File: config.mk
export PLATFORM = sky130hd
export DESIGN_NAME = systolic_drain
export DESIGN_NICKNAME = d
export VERILOG_FILES = /design/src/rtl/systolic_drain.sv
export SDC_FILE = /design/constraint.sdc
export NUM_CORES = 1
export LEC_CHECK = 0
export CAP_MARGIN = 10
export CORE_MARGIN = 3
export CORE_UTILIZATION = 37
export DETAILED_ROUTE_END_ITERATION = 7
export SYNTH_ARGS = -nofsm -noshare
export SYNTH_HDL_FRONTEND = slang
export SYNTH_SLANG_ARGS = --single-unit
export TNS_END_PERCENT = 5
File: constraint.sdc
create_clock -name clk -period 5.37 [get_ports clk]
set_input_delay 0.537 -clock clk [delete_from_list [all_inputs] [get_ports clk]]
set_output_delay 0.537 -clock clk [all_outputs]
set_load 0.05 [all_outputs]
File: src/rtl/systolic_drain.sv
// systolic_drain: shifts DIM accumulator rows out of the array and streams them element by element.
// Optional macro SYSTOLIC_DRAIN_OVR_EN adds a sticky `ovr` output flagging a start seen while busy.
module systolic_drain #(
  parameter int DIM = 8,
  parameter int DW  = 16
) (
  input  logic              clk,
  input  logic              rst,
  input  logic              ctrl,
  input  logic [DIM*DW-1:0] row_in,
  output logic              shift_en,
  output logic [DW-1:0]     m_data,
  output logic              m_valid,
  input  logic              m_ready,
  output logic              m_last,
  output logic              busy,
  output logic              done,
`ifdef SYSTOLIC_DRAIN_OVR_EN
  output logic              ovr,
`endif
  output logic [1:0]        dbg_state
);

  localparam int RW = $clog2(DIM + 1);
  localparam int CW = (DIM > 1) ? $clog2(DIM) : 1;

  typedef enum logic [1:0] {
    IDLE = 2'd0,
    LOAD = 2'd1,
    SEND = 2'd2,
    DONE = 2'd3
  } state_t;

  state_t            state_q, state_d;
  logic [RW-1:0]     row_q, row_d;
  logic [CW-1:0]     col_q, col_d;
  logic [DIM*DW-1:0] hold_q, hold_d;
  logic              ctrl_q;
  logic              start;
  logic              xfer;

  logic              shift_en_q, shift_en_d;
  logic [DW-1:0]     m_data_q, m_data_d;
  logic              m_valid_q, m_valid_d;
  logic              m_last_q, m_last_d;
  logic              busy_q, busy_d;
  logic              done_q, done_d;

  // Stream handshake: an element moves when m_valid & m_ready at a rising edge;
  // while m_valid is high and m_ready low, m_data/m_last hold and m_valid stays up.
  assign start = ctrl_q & ~ctrl;
  assign xfer  = m_valid_q & m_ready;

  always_comb begin
    state_d = state_q;
    row_d   = row_q;
    col_d   = col_q;
    hold_d  = hold_q;
    case (state_q)
      IDLE: if (start) state_d = LOAD;
      LOAD: begin
        hold_d  = row_in;
        row_d   = row_q + RW'(1);
        col_d   = '0;
        state_d = SEND;
      end
      SEND: begin
        if (xfer) begin
          if (col_q == CW'(DIM - 1)) begin
            state_d = (row_q == RW'(DIM)) ? DONE : LOAD;
          end else begin
            col_d = col_q + CW'(1);
          end
        end
      end
      DONE: begin
        row_d   = '0;
        state_d = IDLE;
      end
      default: state_d = IDLE;
    endcase

    // Outputs are decoded from the next state so they leave the flops aligned with state_q.
    shift_en_d = (state_d == LOAD);
    m_valid_d  = (state_d == SEND);
    busy_d     = (state_d != IDLE);
    done_d     = (state_d == DONE);
    m_last_d   = (state_d == SEND) && (row_d == RW'(DIM)) && (col_d == CW'(DIM - 1));
    m_data_d   = '0;
    if (state_d == SEND) begin
      for (int c = 0; c < DIM; c++) begin
        if (col_d == CW'(c)) m_data_d = hold_d[c*DW +: DW];
      end
    end
  end

  always_ff @(posedge clk) begin
    if (!rst) begin
      state_q    <= IDLE;
      row_q      <= '0;
      col_q      <= '0;
      hold_q     <= '0;
      ctrl_q     <= 1'b0;
      shift_en_q <= 1'b0;
      m_data_q   <= '0;
      m_valid_q  <= 1'b0;
      m_last_q   <= 1'b0;
      busy_q     <= 1'b0;
      done_q     <= 1'b0;
    end else begin
      state_q    <= state_d;
      row_q      <= row_d;
      col_q      <= col_d;
      hold_q     <= hold_d;
      ctrl_q     <= ctrl;
      shift_en_q <= shift_en_d;
      m_data_q   <= m_data_d;
      m_valid_q  <= m_valid_d;
      m_last_q   <= m_last_d;
      busy_q     <= busy_d;
      done_q     <= done_d;
    end
  end

`ifdef SYSTOLIC_DRAIN_OVR_EN
  logic ovr_q;

  always_ff @(posedge clk) begin
    if (!rst) begin
      ovr_q <= 1'b0;
    end else if (start && (state_q != IDLE)) begin
      ovr_q <= 1'b1;
    end
  end

  assign ovr = ovr_q;
`endif

  assign shift_en  = shift_en_q;
  assign m_data    = m_data_q;
  assign m_valid   = m_valid_q;
  assign m_last    = m_last_q;
  assign busy      = busy_q;
  assign done      = done_q;
  assign dbg_state = state_q;

endmodule

==> run summary, run 1 <==
CTS
- number of levels in the clock H-tree: 4
- number of buffers created by CTS: 17
- CTS Hold Bufs: 0
- TritonCTS clock tree: done
- maximum count of clock buffers along a single path: 2
- insertion delay to the later sink of the worst-skew pair: 0.42 ns
- Root Driver: sky130_fd_sc_hd__clkbuf_16
- Clock transition at path regs: 0.06 ns
- setup bufs post-CTS: 0
- number of cells upsized or downsized after cts: 0
- number of clock sinks seen by CTS: 159

Route
- drc violations: 0
- total via count in the routed design: 6040
- remaining number of nets flagged by the antenna check after routing: 0
- Avg Vias per Cell: 5.417
- wire length per cell after detailed routing: 19.61 µm
- violation count after the first detailed-route iteration: 479
- drt total wl: 21.87 mm
- Pre-Repair DR Iteration Count: 5

Final layout
- filler-free cell count of the finished design: 1115
- commonest cells after routing, fill and taps aside: sky130_fd_sc_hd__dfxtp_1 (159), sky130_fd_sc_hd__clkdlybuf4s50_1 (154), sky130_fd_sc_hd__nor2_1 (89)
- total area of sequential cells: 3183 µm²
- number of fill cells: 1758
- antenna diode count: 0
- area of the multi-input gates: 3815 µm²
- fraction of layout instances using a drive strength above 1: 13.10%
- post-layout utilization of the core: 49.82%
- net count of the finished layout: 981
- area growth from synthesis to final layout: 29.77%
- most common library cell in the layout ignoring fill and taps: sky130_fd_sc_hd__dfxtp_1

Synth
- portion of the post-synthesis area used by sequential elements: 43.46%
- Yosys warnings: 0
- share of Yosys cell area claimed by the top area cell type: 43.46%
- ys flop type: sky130_fd_sc_hd__dfxtp_1
- top post-synthesis cells by area: sky130_fd_sc_hd__dfxtp_1 (43%), sky130_fd_sc_hd__mux2i_1 (11%), sky130_fd_sc_hd__mux2_2 (7.4%), sky130_fd_sc_hd__a211oi_1 (5.6%), sky130_fd_sc_hd__nor2_1 (4.6%)
- EDFF count, synth: 0
- Cell Area, Synth: 7325 µm²
- count of unique library cells instantiated by Yosys: 55
- total nets after synthesis: 866
- Mapped Avg Cell Area: 10.08 µm²
- post-synth top area cell: sky130_fd_sc_hd__dfxtp_1
- Syn Inst Count: 727
- Yosys reg bits: 159
- share of synthesized flip-flops with an asynchronous set or reset: 0%

Setup path
- cell-by-cell listing of the critical path: ha_1 > a41oi_4 > nand2b_1 > nor3_4 > a22oi_1 > a211oi_2
- Worst Path Required: 5.72 ns
- slowest CP cell: sky130_fd_sc_hd__nor3_4
- launching element type of the critical path: flop
- capturing element type of the critical path: flop
- largest fanout on the critical path: 32
- slowest cell delay on critical path: 1.12 ns
- arrival time at the worst endpoint: 4.18 ns
- start-to-end type of the worst setup path: flop to flop

Floorplan
- effective utilization at floorplan: 38.39%
- Chip Height: 146.7 µm
- standard cell core area: 19080 µm²
- Boundary Pins: 155
- site row count: 50
- width of the die: 146.7 µm
- floorplan die area: 21520 µm²

Timing
- sum of negative setup slack: 0 ns
- final critical-path required period: 3.832 ns
- # setup viols final: 0
- Hold Fails Final Rpt: 0
- period utilization: 71.36%
- Post-Route Hold Slack: 0.4963 ns
- Max Freq: 261.0 MHz
- Slew @ Worst Pin: 1.253 ns
- maximum clock skew at final layout: 0.009645 ns
- Final Max Tran Viols: 0
- worst slew margin relative to its limit: 16.28%
- RSZ-0062 raised after global routing: no

Global route
- met2 Track Usage GR: 33.03%
- global-route wire length before repair: 34.00 mm
- maximum number of pins on one net before global-route repair: 92
- overall routing resource usage: 19.96%
- gr busiest metal: met2
- residual overflow from global routing: 0
- number of antenna violations at the first check in global routing: 0
- GR met1 Demand/Resource: 25.47%
- met3 track demand over resource in global routing: 4.966%
- number of global-route vias before repair: 6174

Power and ir drop
- highest ir drop seen on vdd: 209.1 µV
- leakage component of the power: 3.542 nW
- Power per Cell Area: 282.2 nW/µm²

Placement
- RD Place Congestion: 0.8570
- count of input and output buffers: 154
- HPWL after detailed placement: 15.67 mm
- number of cells in the design after placement: 1082

Min path
- Min-Delay Path Class: flop to flop

Flow run
- Maximum Capacitance Violations: 0

Outcome
- status: finished clean

-- flip-flops by register name, summed over array words and instances (netlist names), 2 cells and up --
| name | cells |
|---|---|
| row_q | 4 |
| hold_q | 128 |
| dbg_state | 2 |
| m_data | 16 |
| col_q | 3 |
-- worst paths after layout --
path,end,cells past startpoint,slack [ns],start
max,m_data[10],6,1.54,col_q[0]
min,hold_q[79],2,0.50,hold_q[79]
max reg2reg,m_data[10],6,1.54,col_q[0]
min reg2reg,hold_q[79],2,0.50,hold_q[79]
-- stage by stage --
stage	cell area [µm²]	worst slack [ns]	power (W)
finish	9505	1.538	0.002682
global route	9505	1.300	0.002779
CTS	9494	1.624	0.002703
detailed placement	8934	1.512	0.001560
global placement	8934	1.659	0.001555
floorplan	7325	2.658	0.001406
-- power by group --
part           switching, W  internal (W)  total, W
clock network      0.000502      0.000647   0.00115
registers         0.0000103       0.00122   0.00123
logic              0.000141      0.000165  0.000306
total              0.000654       0.00203   0.00268
-- cells by family (layout without fill, tap and decap cells) --
kind of cell / Yosys count / count (layout) / synth area share, %
buffers and inverters: 70 / 198 / 4.800
and+or+nand+nor: 205 / 205 / 14.20
AOI/OAI and AO/OA: 154 / 154 / 17.53
DFF: 159 / 159 / 43.46
adders and majority gates: 7 / 7 / 1.196
muxes: 130 / 130 / 18.59
xor gates and xnor gates: 2 / 2 / 0.2392
-- synthesized netlist by cell type, drive strengths merged (16+ instances only) --
cell type and number:
mux2i 82, a222oi 16, and2 51, o211ai 32, nor2 89, a22oi 18, mux2 48, a211oi 65
clkbuf 26, nand2 22, buf 37, dfxtp 159, nand3 18
-- final cells by class --
class	instances	share of cell area, %
multi-input combinational	498	40.13
clock inverter	10	0.8029
sequential	159	33.49
tap	260	3.422
inverter	7	0.2764
clock buffer	22	5.094
timing repair buffer	159	16.78
-- routing by layer --
metal | wire (µm) | up-vias
met2 | 10550 | 227
met4 | 527 | 0
met3 | 1301 | 33
met1 | 9483 | 2896
met5 | 0 | -
li1 | - | 2884
-- critical path, delay by kind of cell, from the launching register on --
family / cells / cell delay, ns
adders and majority gates: 1 / 0.42
and+or+nand+nor: 2 / 1.76
AOI/OAI and AO/OA: 3 / 0.92
DFF: 1 / 0.65
Note: power is estimated with default switching activity, not from simulation.
==> inputs of run 2 (changes only) <==
Clock period 5.37 ns to 3.7 ns, I/O delays scaled along.
==> run 2 against run 1 <==
  * Global-route usage is 0.48 points higher
  * Sequential cell count unchanged
  * Die area stayed put
  * Clock power rose by 76%
  * Worst setup slack got worse by 1.0 ns
  * Sequential power grew 45%
  * Combinational power up 48%
  * Critical path type unchanged
  * Largest cell class unchanged
  * Largest power group is now clock
  * Highest routed layer unchanged
==> run summary, run 2 (synthesis gave the netlist of run 1 again) <==
Power and ir drop
- net switching power: 0.0009429 W
- post-layout power: 0.004256 W
- highest ir drop seen on vdd: 309.3 µV
- combinational group share of total power: 10.6%
- sequential group share of total power: 41.9%
- portion of total power attributed to the clock network: 47.5%
- sw frac: 22.15%
- internal portion of total power: 0.003313 W
- leakage component of the power: 3.634 nW
- Power per Cell Area: 438.9 nW/µm²

Timing
- Worst Setup Slack, final: 0.5220 ns
- sum of negative setup slack: 0 ns
- final critical-path required period: 3.178 ns
- period utilization: 85.89%
- Max Freq: 314.7 MHz
- maximum clock skew at final layout: 0.005878 ns
- Final Max Tran Viols: 0
- RSZ-0062 raised after global routing: no
- Hold Fails Final Rpt: 0
- Slew @ Worst Pin: 0.7666 ns
- worst slew margin relative to its limit: 48.89%
- # setup viols final: 0

Route
- drc violations: 0
- remaining number of nets flagged by the antenna check after routing: 0
- total via count in the routed design: 6145
- amount of wire on met2 after detailed routing: 10.88 mm
- drt total wl: 22.31 mm
- Top Metal Used: met4
- Post-Route M1 WL: 9.345 mm
- violation count after the first detailed-route iteration: 696
- met3 routed WL: 1.439 mm
- Pre-Repair DR Iteration Count: 8
- wire length per cell after detailed routing: 19.87 µm
- Avg Vias per Cell: 5.472

CTS
- CTS Hold Bufs: 0
- number of clock sinks seen by CTS: 159
- setup bufs post-CTS: 0
- Root Driver: sky130_fd_sc_hd__clkbuf_16
- TritonCTS clock tree: done
- maximum count of clock buffers along a single path: 2
- number of buffers created by CTS: 17
- Clock transition at path regs: 0.06 ns
- number of levels in the clock H-tree: 4
- number of cells upsized or downsized after cts: 0
- insertion delay to the later sink of the worst-skew pair: 0.43 ns

Global route
- residual overflow from global routing: 0
- number of global-route vias before repair: 6185
- global-route wire length before repair: 34.49 mm
- maximum number of pins on one net before global-route repair: 52
- overall routing resource usage: 20.44%
- number of antenna violations at the first check in global routing: 0

Final layout
- total area of sequential cells: 3183 µm²
- antenna diode count: 0
- filler-free cell count of the finished design: 1123
- net count of the finished layout: 989
- area of the multi-input gates: 3815 µm²
- number of fill cells: 1735
- post-layout utilization of the core: 50.83%
- most common library cell in the layout ignoring fill and taps: sky130_fd_sc_hd__dfxtp_1
- Most flops, register: hold_q
- fraction of layout instances using a drive strength above 1: 14.02%
- commonest cells after routing, fill and taps aside: sky130_fd_sc_hd__dfxtp_1 (159), sky130_fd_sc_hd__clkdlybuf4s50_1 (154), sky130_fd_sc_hd__nor2_1 (89)
- flip-flop count of the largest register, all copies and words added: 128
- area growth from synthesis to final layout: 32.41%

Placement
- HPWL after detailed placement: 16.35 mm
- pre-CTS setup slack: 0.6415 ns
- number of cells in the design after placement: 1090
- count of input and output buffers: 154
- RD Place Congestion: 0.9084

Floorplan
- site row count: 50
- standard cell core area: 19080 µm²
- width of the die: 146.7 µm
- Boundary Pins: 155
- Chip Height: 146.7 µm
- effective utilization at floorplan: 38.39%
- floorplan die area: 21520 µm²

Flow run
- Maximum Capacitance Violations: 0

Min path
- Cells on Worst Hold Path: 2
- Min-Delay Path Class: flop to flop
- source of the worst hold timing path: hold_q[34]
- Hold Path End: hold_q[34]

Setup path
- Worst Path Required: 3.98 ns
- capturing element type of the critical path: flop
- launch instance of the worst register-to-register path: dbg_state[0]
- cell-by-cell listing of the critical path: inv_1 > ha_1 > a41oi_4 > nand2b_1 > buf_4 > nor3_4 > buf_4 > a222oi_1 > a211oi_2
- slowest CP cell: sky130_fd_sc_hd__a41oi_4
- worst reg2reg setup slack: 0.52 ns
- start-to-end type of the worst setup path: flop to flop
- Worst R2R End: m_data[8]
- launching element type of the critical path: flop
- arrival time at the worst endpoint: 3.46 ns
- largest fanout on the critical path: 32
- cells on worst reg2reg path: 9
- most repeated library cell on the critical path: sky130_fd_sc_hd__buf_4
- slowest cell delay on critical path: 0.62 ns

Outcome
- status: finished clean

run 2: how the worst max path moves through the flow:
stage,end,start,slack (ns),cells after the start
2_1_floorplan,m_data[10],dbg_state[0],0.99,10
3_3_place_gp,m_data[8],dbg_state[0],0.77,9
3_5_place_dp,m_data[8],dbg_state[0],0.64,9
4_1_cts,m_data[8],dbg_state[0],0.62,9
5_1_grt,m_data[0],dbg_state[0],0.43,9
6_report,m_data[8],dbg_state[0],0.52,9
run 2: power by group through the flow:
| stage | sequential, W | combinational [W] | clock, W |
|---|---|---|---|
| 5_1_grt | 0.00179 | 0.000487 | 0.00213 |
| 6_report | 0.00178 | 0.000452 | 0.00202 |
| 2_1_floorplan | 0.00182 | 0.000218 | 0 |
| 3_3_place_gp | 0.00182 | 0.000449 | 0 |
| 4_1_cts | 0.00178 | 0.000455 | 0.00205 |
| 3_5_place_dp | 0.00182 | 0.000452 | 0 |
run 2: metal layers:
layer / vias up / GRT usage (%)
li1: 2902 / -
met1: 2952 / 25.57
met2: 246 / 34.25
met3: 45 / 4.935
met4: 0 / 7.620
met5: - / 0
run 2: worst max-delay path: cells and delay by family (launching register included):
kind                     cells  cell delay (ns)
adder cells (fa/ha/maj)      1             0.41
AND/OR/NAND/NOR              2             0.25
AO/OA/AOI/OAI                3             1.30
flip-flops                   1             0.45
buffers and inverters        3             0.61
run 2: metrics by stage:
step | instance area (µm²) | hold slack, ns
floorplan | 7325 | 0.4561
global placement | 9006 | 0.4744
detailed placement | 9006 | 0.4823
CTS | 9691 | 0.4971
global route | 9698 | 0.5217
finish | 9698 | 0.4978
run 2: final cells by class:
type | instances | area share (%)
Inverter | 7 | 0.2709
Clock inverter | 13 | 2.387
Multi-Input combinational cell | 498 | 39.34
Tap cell | 260 | 3.354
Timing Repair Buffer | 167 | 17.16
Clock buffer | 19 | 4.670
Sequential cell | 159 | 32.82
==> inputs of run 3 (changes only) <==
Settings changed: GPL_ROUTABILITY_DRIVEN set to 1, GPL_TIMING_DRIVEN set to 0, SKIP_LAST_GASP set to 1.
==> run 3 against run 2 <==
  * Sequential share of layout area down 0.39 points
  * Worst setup slack improved by 0.30 ns
  * Clock skew increased by 0.0030 ns
  * Combinational power hardly changed
  * Sequential cell count did not move
  * Clock power down 7%
  * Critical endpoint is now m_data[11]
  * Power decreased by 3.4%
  * Critical path type unchanged
  * First-iteration DRC count down 43%
  * Largest power group unchanged
  * Critical path depth is the same
  * Global-route usage rose by 0.23 points
  * Final area increased by 1.2%
  * Die area is the same
==> run summary, run 3 (synthesis gave the netlist of run 1 again) <==
Global route
- overall routing resource usage: 20.68%
- number of global-route vias before repair: 6214
- number of antenna violations at the first check in global routing: 0
- residual overflow from global routing: 0
- maximum number of pins on one net before global-route repair: 17
- global-route wire length before repair: 34.42 mm

Route
- total via count in the routed design: 6203
- Avg Vias per Cell: 5.288
- drc violations: 0
- wire length per cell after detailed routing: 19.10 µm
- drt total wl: 22.40 mm
- violation count after the first detailed-route iteration: 397
- Pre-Repair DR Iteration Count: 7
- remaining number of nets flagged by the antenna check after routing: 0

Flow run
- Maximum Capacitance Violations: 0

Final layout
- commonest cells after routing, fill and taps aside: sky130_fd_sc_hd__dfxtp_1 (159), sky130_fd_sc_hd__clkdlybuf4s50_1 (154), sky130_fd_sc_hd__nor2_1 (89)
- Most flops, register: hold_q
- flip-flop count of the largest register, all copies and words added: 128
- area growth from synthesis to final layout: 34.01%
- fraction of layout instances using a drive strength above 1: 14.57%
- most common library cell in the layout ignoring fill and taps: sky130_fd_sc_hd__dfxtp_1
- net count of the finished layout: 1039
- antenna diode count: 0
- post-layout utilization of the core: 51.44%

Power and ir drop
- Power per Cell Area: 419.0 nW/µm²
- post-layout power: 0.004113 W
- highest ir drop seen on vdd: 338.0 µV
- leakage component of the power: 3.724 nW

Timing
- # setup viols final: 0
- Hold Fails Final Rpt: 0
- Final Max Tran Viols: 0
- Slew @ Worst Pin: 0.7437 ns
- Worst Setup Slack, final: 0.8198 ns
- sum of negative setup slack: 0 ns
- period utilization: 77.84%
- Max Freq: 347.2 MHz
- RSZ-0062 raised after global routing: no
- worst slew margin relative to its limit: 50.42%
- final critical-path required period: 2.880 ns
- maximum clock skew at final layout: 0.008831 ns

Setup path
- Worst R2R End: m_data[11]
- arrival time at the worst endpoint: 3.19 ns
- launching element type of the critical path: flop
- capturing element type of the critical path: flop
- launch instance of the worst register-to-register path: dbg_state[1]
- worst reg2reg setup slack: 0.82 ns
- cells on worst reg2reg path: 9
- largest fanout on the critical path: 10
- start-to-end type of the worst setup path: flop to flop
- Worst Path Required: 4.01 ns

CTS
- number of cells upsized or downsized after cts: 0
- setup bufs post-CTS: 0
- CTS Hold Bufs: 0
- insertion delay to the later sink of the worst-skew pair: 0.44 ns
- number of clock sinks seen by CTS: 159
- TritonCTS clock tree: done
- Root Driver: sky130_fd_sc_hd__clkbuf_16
- Clock transition at path regs: 0.07 ns
- maximum count of clock buffers along a single path: 2
- number of levels in the clock H-tree: 4
- number of buffers created by CTS: 17

Floorplan
- Chip Height: 146.7 µm
- effective utilization at floorplan: 38.39%
- Boundary Pins: 155
- width of the die: 146.7 µm
- site row count: 50
- floorplan die area: 21520 µm²
- standard cell core area: 19080 µm²

Min path
- source of the worst hold timing path: hold_q[35]
- Min-Delay Path Class: flop to flop
- Cells on Worst Hold Path: 2
- Hold Path End: hold_q[35]

Outcome
- status: finished clean

Placement
- RD Place Congestion: 0.8380
- count of input and output buffers: 154
- pre-CTS setup slack: 0.8390 ns
- HPWL after detailed placement: 17.33 mm

-- run 3: layout make-up --
type | count | area (µm²)
Multi-Input combinational cell | 498 | 3790
Tap cell | 260 | 325.3
Sequential cell | 159 | 3183
Fill cell | 1810 | 9265
Clock inverter | 15 | 198.9
Timing Repair Buffer | 154 | 1541
Buffer | 63 | 325.3
Inverter | 7 | 26.28
Clock buffer | 17 | 425.4
-- run 3: how the worst max path moves through the flow --
stage	start	slack, ns	endpoint
global route	dbg_state[1]	0.61	m_data[11]
finish	dbg_state[1]	0.82	m_data[11]
CTS	dbg_state[1]	0.80	m_data[11]
floorplan	dbg_state[0]	0.99	m_data[10]
detailed placement	m_ready	0.84	m_data[4]
global placement	m_ready	0.81	m_data[4]
-- run 3: power by group --
part | total [W] | switching [W] | internal [W] | leakage, nW
registers | 0.00178 | 0.0000141 | 0.00177 | 1.29
logic | 0.000452 | 0.000212 | 0.000240 | 2.13
clock network | 0.00188 | 0.000794 | 0.00109 | 0.307
total | 0.00411 | 0.00102 | 0.00309 | 3.72
-- run 3: stage by stage --
stage	instances	hold WS [ns]	area, µm²
after CTS	1173	0.4975	9816
after detailed placement	1141	0.4802	9191
final	1173	0.4982	9816
after floorplan	727	0.4561	7325
after global placement	1141	0.4750	9191
after global routing	1173	0.5087	9816
-- run 3: per-layer routing --
metal  part of all wire [%]  GRT usage (%)
met1                     45          27.37
met2                     46          33.16
met3                    6.7          5.429
met4                    2.1          6.350
met5                      0              0
-- run 3: worst max-delay path: stages, from the launching register on --
cell and delay, ns:
sky130_fd_sc_hd__dfxtp_1 0.45, sky130_fd_sc_hd__inv_1 0.09, sky130_fd_sc_hd__ha_1 0.39, sky130_fd_sc_hd__a41oi_4 0.42, sky130_fd_sc_hd__nand2b_1 0.18, sky130_fd_sc_hd__buf_6 0.15
sky130_fd_sc_hd__clkbuf_1 0.44, sky130_fd_sc_hd__a211oi_1 0.08, sky130_fd_sc_hd__a211oi_1 0.41, sky130_fd_sc_hd__a211oi_2 0.14
